File: src/rtl/prf_free_list.sv
// rtl/prf_free_list.sv - circular free list of physical register ids between retire and rename
module prf_free_list #(
  parameter int NUM_PRF  = 64,
  parameter int NUM_GPR  = 32,
  parameter int FL_DEPTH = NUM_PRF - NUM_GPR,
  localparam int PW      = $clog2(NUM_PRF),
  localparam int AW      = $clog2(FL_DEPTH),
  localparam int CW      = AW + 1
) (
  input  logic          clk,
  input  logic          reset,
  input  logic          alloc_ra0,
  output logic          alloc_ready_ra0,
  output logic [PW-1:0] alloc_prf_id_ra0,
  input  logic          reclaim_prf_rb1,
  input  logic [PW-1:0] reclaim_prf_id_rb1,
  input  logic          nuke_valid_rb1,
  output logic [CW-1:0] free_count
);

  // The wrap bit in each pointer only works if the index wraps exactly at FL_DEPTH.
  generate
    if (FL_DEPTH < 2 || (FL_DEPTH & (FL_DEPTH - 1)) != 0) begin : g_bad_depth
      $error("prf_free_list: FL_DEPTH must be a power of two >= 2");
    end
  endgenerate

  logic [PW-1:0] mem [FL_DEPTH];

  // Pointers are {wrap, idx}; [commit_head, spec_head) holds in-flight allocations,
  // [spec_head, tail) holds ids rename may still hand out.
  logic [CW-1:0] spec_head, commit_head, tail;
  logic [CW-1:0] spec_head_nxt, commit_head_nxt, tail_nxt;
  logic          do_alloc;

  assign alloc_ready_ra0  = (spec_head != tail);
  assign alloc_prf_id_ra0 = mem[spec_head[AW-1:0]];
  assign free_count       = tail - spec_head;

  // Next pointers: a nuke rewinds to the committed point (including a same-cycle retire)
  // and swallows any allocation attempted in that cycle.
  always_comb begin
    do_alloc        = alloc_ra0 & alloc_ready_ra0 & ~nuke_valid_rb1;
    commit_head_nxt = commit_head + CW'(reclaim_prf_rb1);
    tail_nxt        = tail + CW'(reclaim_prf_rb1);
    spec_head_nxt   = spec_head + CW'(do_alloc);
    if (nuke_valid_rb1) begin
      spec_head_nxt = commit_head_nxt;
    end
  end

  // Pointer registers; reset leaves the list full of the non-architectural ids.
  always_ff @(posedge clk or negedge reset) begin
    if (!reset) begin
      spec_head   <= '0;
      commit_head <= '0;
      tail        <= CW'(FL_DEPTH);
    end else begin
      spec_head   <= spec_head_nxt;
      commit_head <= commit_head_nxt;
      tail        <= tail_nxt;
    end
  end

  // Storage: a retiring uop's old pdst lands at tail, overwriting the slot of its own allocation.
  always_ff @(posedge clk or negedge reset) begin
    if (!reset) begin
      for (int i = 0; i < FL_DEPTH; i++) begin
        mem[i] <= PW'(NUM_GPR + i);
      end
    end else if (reclaim_prf_rb1) begin
      mem[tail[AW-1:0]] <= reclaim_prf_id_rb1;
    end
  end

`ifndef SYNTHESIS
  // Protocol and pointer-ordering checks. tail - commit_head is held at FL_DEPTH by
  // construction, so a retire with nothing in flight (spec_head == commit_head) is the overflow case.
  always @(posedge clk) begin
    if (reset) begin
      assert (!(alloc_ra0 && !alloc_ready_ra0))
        else $error("prf_free_list: alloc_ra0 while list empty");
      assert (!reclaim_prf_rb1 || ({1'b0, reclaim_prf_id_rb1} < (PW+1)'(NUM_PRF)))
        else $error("prf_free_list: reclaimed id out of range");
      assert ((spec_head - commit_head) <= (tail - commit_head))
        else $error("prf_free_list: pointer order broken");
      assert ((tail - commit_head) <= CW'(FL_DEPTH))
        else $error("prf_free_list: tail ahead of commit_head by more than FL_DEPTH");
      assert (!reclaim_prf_rb1 || (spec_head != commit_head))
        else $error("prf_free_list: reclaim overflow");
    end
  end

`ifdef PRF_FL_UINFO
  logic [CW-1:0] free_count_nxt;
  assign free_count_nxt = tail_nxt - spec_head_nxt;

  // Trace of list activity for debug runs.
  always @(posedge clk) begin
    if (reset) begin
      if (do_alloc)
        $info("UINFO alloc id=%0d free_count=%0d", alloc_prf_id_ra0, free_count_nxt);
      if (reclaim_prf_rb1)
        $info("UINFO reclaim id=%0d free_count=%0d", reclaim_prf_id_rb1, free_count_nxt);
      if (nuke_valid_rb1)
        $info("UINFO nuke id=%0d free_count=%0d", mem[spec_head_nxt[AW-1:0]], free_count_nxt);
    end
  end
`endif
`endif

endmodule

File: config.mk
export PLATFORM = sky130hd
export DESIGN_NAME = prf_free_list
export DESIGN_NICKNAME = d
export VERILOG_FILES = /design/src/rtl/prf_free_list.sv
export SDC_FILE = /design/constraint.sdc
export NUM_CORES = 1
export LEC_CHECK = 0
export CORE_ASPECT_RATIO = 0.75
export CORE_MARGIN = 8
export CORE_UTILIZATION = 31
export CTS_BUF_LIST = sky130_fd_sc_hd__clkbuf_8
export CTS_CLUSTER_DIAMETER = 40
export DETAILED_ROUTE_END_ITERATION = 8
export PLACE_DENSITY_LB_ADDON = 0.25
export REMOVE_ABC_BUFFERS = 1
export SETUP_SLACK_MARGIN = 0.1
export SLEW_MARGIN = 15
export SYNTH_ARGS = -nofsm -noshare
export SYNTH_HDL_FRONTEND = slang
export SYNTH_SLANG_ARGS = --single-unit
File: constraint.sdc
create_clock -name clk -period 3.09 [get_ports clk]
set_input_delay 0.618 -clock clk [delete_from_list [all_inputs] [get_ports clk]]
set_output_delay 0.618 -clock clk [all_outputs]
set_load 0.01 [all_outputs]
# After elaboration in Yosys (flattened, before gate mapping)
# Cells that the tools add are included.
word_totals:
  ff_bits: 210
  latch_bits: 0
  ram_bits: 0
  mem_bits_ro: 0
  in_bits: 11
  out_inout_bits: 13
  word_cells: 56
  n_memories: 0
classes:
  n_addsub: 4
  n_mul: 0
  div_mod_pow: 0
  magnitude_cmp: 3
  eq_ne: 1
  n_shift: 0
  muxes: 7
  bitwise: 5
  n_reduce_logical: 1
op_table:
  columns: ["op", "count"]
  rows:
  - ["$bwmux 192", 1]
  - ["$bmux 6 s5", 1]
  - ["$demux 6 s5", 1]
  - ["$mux 6", 4]
  - ["$add 6x1->6", 3]
  - ["$ge 6x6->1 const B", 2]
  - ["$not 5->6", 2]
  - ["$lt 6x1->1 const B", 1]
  - ["$ne 6x6->1", 1]
  - ["$sub 6x6->6", 1]
  - ["$and 1x1->1", 2]
  - ["$logic_and 1x1->1", 1]
  - ["$not 1->1", 1]

# Depth between registers and ports, before layout
depth:
  word_depth: 6
  depth_mapped: 12
  depth_no_buf: 10

# Worst setup path before layout
# Ideal clock, no wire load.
synth_timing:
  path_kind: "register to register"
  from: "reg spec_head[2]"
  to: "reg spec_head[5]"
  setup_time_ns: 0.125
  arrival_time_ns: 2.558
  t_required_ns: 2.965
  slack_ns: 0.407
  path_stages_with_launch: 12
  n_path_buf: 1
  period_less_slack_ns: 2.683
  cell_sequence: "dfrtp_1 -> clkbuf_1 -> inv_1 -> ha_1 -> inv_1 -> or4_1 -> and3b_1 -> ha_1 -> nand3_1 -> nor3_1 -> xor2_1 -> mux2_2"
synth_via:
  elab_chain_len: 5
synth_lines:
  columns: ["item", "line", "source"]
  rows:
  - ["from (decl)", "32", "logic [CW-1:0] spec_head, commit_head, tail;"]
  - ["from (signal assigned)", "59", "spec_head <= spec_head_nxt;"]
  - ["$ne 6x6->1", "36", "assign alloc_ready_ra0 = (spec_head != tail);"]
  - ["named net alloc_ready_ra0", "13", "output logic alloc_ready_ra0,"]
  - ["$and 1x1->1 (2 in a row)", "43", "do_alloc = alloc_ra0 & alloc_ready_ra0 & ~nuke_valid_rb1;"]
  - ["$add 6x1->6", "46", "spec_head_nxt = spec_head + CW'(do_alloc);"]
  - ["$mux 6", "47", "if (nuke_valid_rb1) begin"]
  - ["named net spec_head_nxt[5]", "33", "logic [CW-1:0] spec_head_nxt, commit_head_nxt, tail_nxt;"]
# The timed path passes the listed nets, and every way through them passes these cells.
# A chain may end at the register's enable or synchronous reset.

# Final worst setup path
layout_timing:
  from: "reg spec_head[0]"
  to: "out alloc_prf_id_ra0[1]"
layout_via:
  elab_chain_len: 4
layout_lines:
  columns: ["item", "line", "source"]
  rows:
  - ["$not 5->6 (implied by the code)", "37", "assign alloc_prf_id_ra0 = mem[spec_head[AW-1:0]];"]
  - ["$bmux 6 s5", "37", null]
  - ["$mux 6 (implied by the code) (2 in a row)", "37", null]
  - ["to (decl)", "14", "output logic [PW-1:0] alloc_prf_id_ra0,"]
# No other way between the ends. The select of a mux whose other input is x is not followed.

==> qor.csv <==
stage,metric,value,unit
finish,layout cells sized above 1,0.674,
placed_design,# port buffers,23,
yosys,Syn. warnings,0,
drt,routed vias/inst,5.12,
cts,Worst-path clk slew,70,ps
timing,Tcrit/Tclk final,0.984,
finish,area occupied by multi-input gates,0.00464,mm²
drt,post-route ant nets,0,
yosys,Avg Inst Size Synth,15.4,µm²
placed_design,DP HPWL,16.7,mm
drt,Post-route DRC,0,
power_and_ir_drop,pwr dens,1150,mW/mm²
cts,Max H-tree Level,2,
power_and_ir_drop,Static Leakage,5.09,nW
floorplan,Die Ht,171,µm
cts,cts hold-fix bufs,0,
yosys,Synth cell types,37,
placed_design,gpl congestion,0.770,
finish,Filler cells,2887,
drt,WL/cell,22.2,µm
drt,Post-Route WL,25.8,mm
grt,total track usage,0.141,
yosys,register area share after synthesis,0.546,
timing,fmax,329,MHz
finish,number of antenna diodes,0,
floorplan,Rows,56,
critical_path,worst path required time,2470,ps
drt,initial DRC count,318,
timing,Worst Tran Pin Value,589,ps
cts,CTS buffer count,37,
critical_path,CP Capture Type,output port,
power_and_ir_drop,peak supply drop,0.362,mV
floorplan,I/O Pins,24,
floorplan,core area,0.0313,mm²
cts,root buffer cell,clkbuf_8,
timing,Final Critical Period,3040,ps
finish,register area,0.00540,mm²
grt,pin count of the biggest net entering global routing,68,
critical_path,r2r worst-path depth,11,
drt,vias after detailed routing,5949,
cts,CTS max path bufs,3,
yosys,synthesized area,0.00989,mm²
worst_hold_path,min-delay worst type,in2async,
timing,Slew HR,0.607,
placed_design,Post-DP Area,0.0109,mm²
placed_design,Place WS,15.4,ps
critical_path,worst path arrival time,2420,ps
critical_path,Worst setup SP type,flip-flop,
yosys,Post-synth ARST share,1.00,
timing,Final Hold Fails,0,
grt,antenna violations before repair,0,
timing,final worst setup slack,49.4,ps
timing,"Setup violations, final",0,
grt,first-pass GRT wire length,41.2,mm
finish,Area Overhead vs Synth,23.2,%
critical_path,Worst Path Max Fanout,4,
floorplan,die area,0.0379,mm²
finish,fin cells,1163,
yosys,Post-synth EDFFs,0,
drt,DRT Pass-1 Iters,4,
floorplan,die width,222,µm
critical_path,"setup slack, reg-to-reg",390,ps
critical_path,r2r startpoint,spec_head[0]$_DFF_PN0_,
run,max_cap viols,0,
grt,gr ovfl total,0,
critical_path,WS Path Type,reg2out,
yosys,Mapped Cells,643,
timing,final-report max-slew violation count,0,
cts,TritonCTS clock tree,built,
grt,vias in the first global route,6677,
cts,clock sinks,210,
yosys,post-synthesis register bit count,210,
placed_design,Cells after DPL,1084,
critical_path,Worst R2R End,spec_head[5]$_DFF_PN0_,
timing,RSZ-0062 raised after global routing,true,
run_status,outcome,"finished, final reports clean",
timing,Setup Skew,28.7,ps
finish,final instance area,0.0122,mm²
timing,worst hold slack,68.6,ps
yosys,ys flop type,dfstp_2,
finish,fin nets,751,
cts,clock latency on the worst-skew pair,550,ps
floorplan,Initial Util,0.316,
[worst max-delay path, cell delays in order, from the launching register on]
cell     delay, ps
dfrtp_2        440
buf_12         140
buf_12         110
buf_8          120
mux4_2         540
o22ai_4        190
buf_6          150
nor4_4          40
buf_6          130
[final cells by class]
type / count / share of cell area
clock inverters: 25 / 0.0126
inverters: 9 / 0.00287
repair buffers: 80 / 0.0706
flip-flops and latches: 210 / 0.443
well taps: 406 / 0.0417
clock buffers: 43 / 0.0486
multi-input cells: 390 / 0.380
[state kept, by name, indices dropped and copies added (netlist names)]
register and cells:
mem 192, commit_head 6, spec_head 6, tail 6
[power breakdown]
group	leakage (nW)	internal [mW]	switching [mW]	total [mW]
combinational	2.23	3.50	2.92	6.41
sequential	2.41	4.36	0.674	5.03
clock	0.451	1.43	1.15	2.59
[cells in the mapped netlist (7+ instances only)]
cell | number | share of area
dfstp_2 | 113 | 0.30
o22ai_1 | 24 | 0.015
dfrtp_1 | 97 | 0.25
mux4_2 | 30 | 0.068
clkbuf_1 | 21 | 0.0080
ha_1 | 11 | 0.014
mux4_1 | 18 | 0.048
nand2_1 | 21 | 0.0080
buf_2 | 7 | 0.0035
mux2_2 | 195 | 0.22
nor2_1 | 20 | 0.0076
xnor2_1 | 10 | 0.0089
inv_1 | 7 | 0.0027
nand3_1 | 21 | 0.011
[stage by stage]
stage	utilization	total power, mW	TNS, ps
finish	0.389	14.0	0
global placement	0.347	10.3	-1.51
global route	0.389	14.9	-69.7
detailed placement	0.347	10.4	0
CTS	0.387	14.1	-33.1
floorplan	-	8.07	-7890
[worst max-delay path by stage]
| stage | endpoint | slack, ps | startpoint | cells past startpoint |
|---|---|---|---|---|
| 2_1_floorplan | spec_head[5]$_DFF_PN0_ | -780 | spec_head[0]$_DFF_PN0_ | 9 |
| 3_3_place_gp | alloc_prf_id_ra0[0] | -2 | spec_head[0]$_DFF_PN0_ | 7 |
| 3_5_place_dp | alloc_prf_id_ra0[0] | 20 | spec_head[0]$_DFF_PN0_ | 7 |
| 4_1_cts | alloc_prf_id_ra0[1] | -20 | spec_head[0]$_DFF_PN0_ | 8 |
| 5_1_grt | free_count[4] | -30 | spec_head[0]$_DFF_PN0_ | 8 |
| 6_report | alloc_prf_id_ra0[1] | 50 | spec_head[0]$_DFF_PN0_ | 8 |
[cell usage in the layout, fill, tap and decap left out, types with 4 or more instances in the layout]
master	netlist	layout
buf_4	1	37
mux2_2	195	195
mux4_1	18	9
nand3_2	0	6
nor4_4	0	6
clkdlybuf4s50_1	0	10
buf_6	4	12
nor2_1	20	20
o22ai_4	0	13
clkinv_2	0	4
nor3_1	4	4
mux4_2	30	39
buf_12	1	8
ha_1	11	9
xor2_1	5	5
nand2_1	21	21
nand3_1	21	15
dfstp_2	113	113
and3_1	4	4
dfrtp_1	97	94
o22ai_2	0	9
xnor2_1	10	9
inv_1	7	24
clkbuf_8	0	44
buf_16	0	4
[metal layers]
layer / share of wire / vias to the layer above / GRT usage
met5: 0 / - / 0
met4: 0.021 / 0 / 0.0437
met3: 0.038 / 41 / 0.0306
met2: 0.46 / 105 / 0.222
met1: 0.48 / 3201 / 0.193
li1: - / 2602 / -
[cell families (layout without fill, tap and decap cells)]
kind of cell / after synthesis / after routing / share of synthesized area
AOI/OAI and AO/OA: 34 / 34 / 0.0219
buffers and inverters: 43 / 157 / 0.0223
xor gates and xnor gates: 15 / 15 / 0.0133
adders and majority gates: 12 / 12 / 0.0159
and+or+nand+nor: 86 / 86 / 0.0426
DFF: 210 / 210 / 0.546
muxes: 243 / 243 / 0.338
[what timing repair did]
item / 4_1_cts / 5_1_grt
pin swaps: 21 / 15
buffers inserted: 11 / 1
gates cloned: 4 / 0
resized for setup: 125 / 14
setup endpoints to repair: 12 / 9
Power figures use the tool's default switching activity.
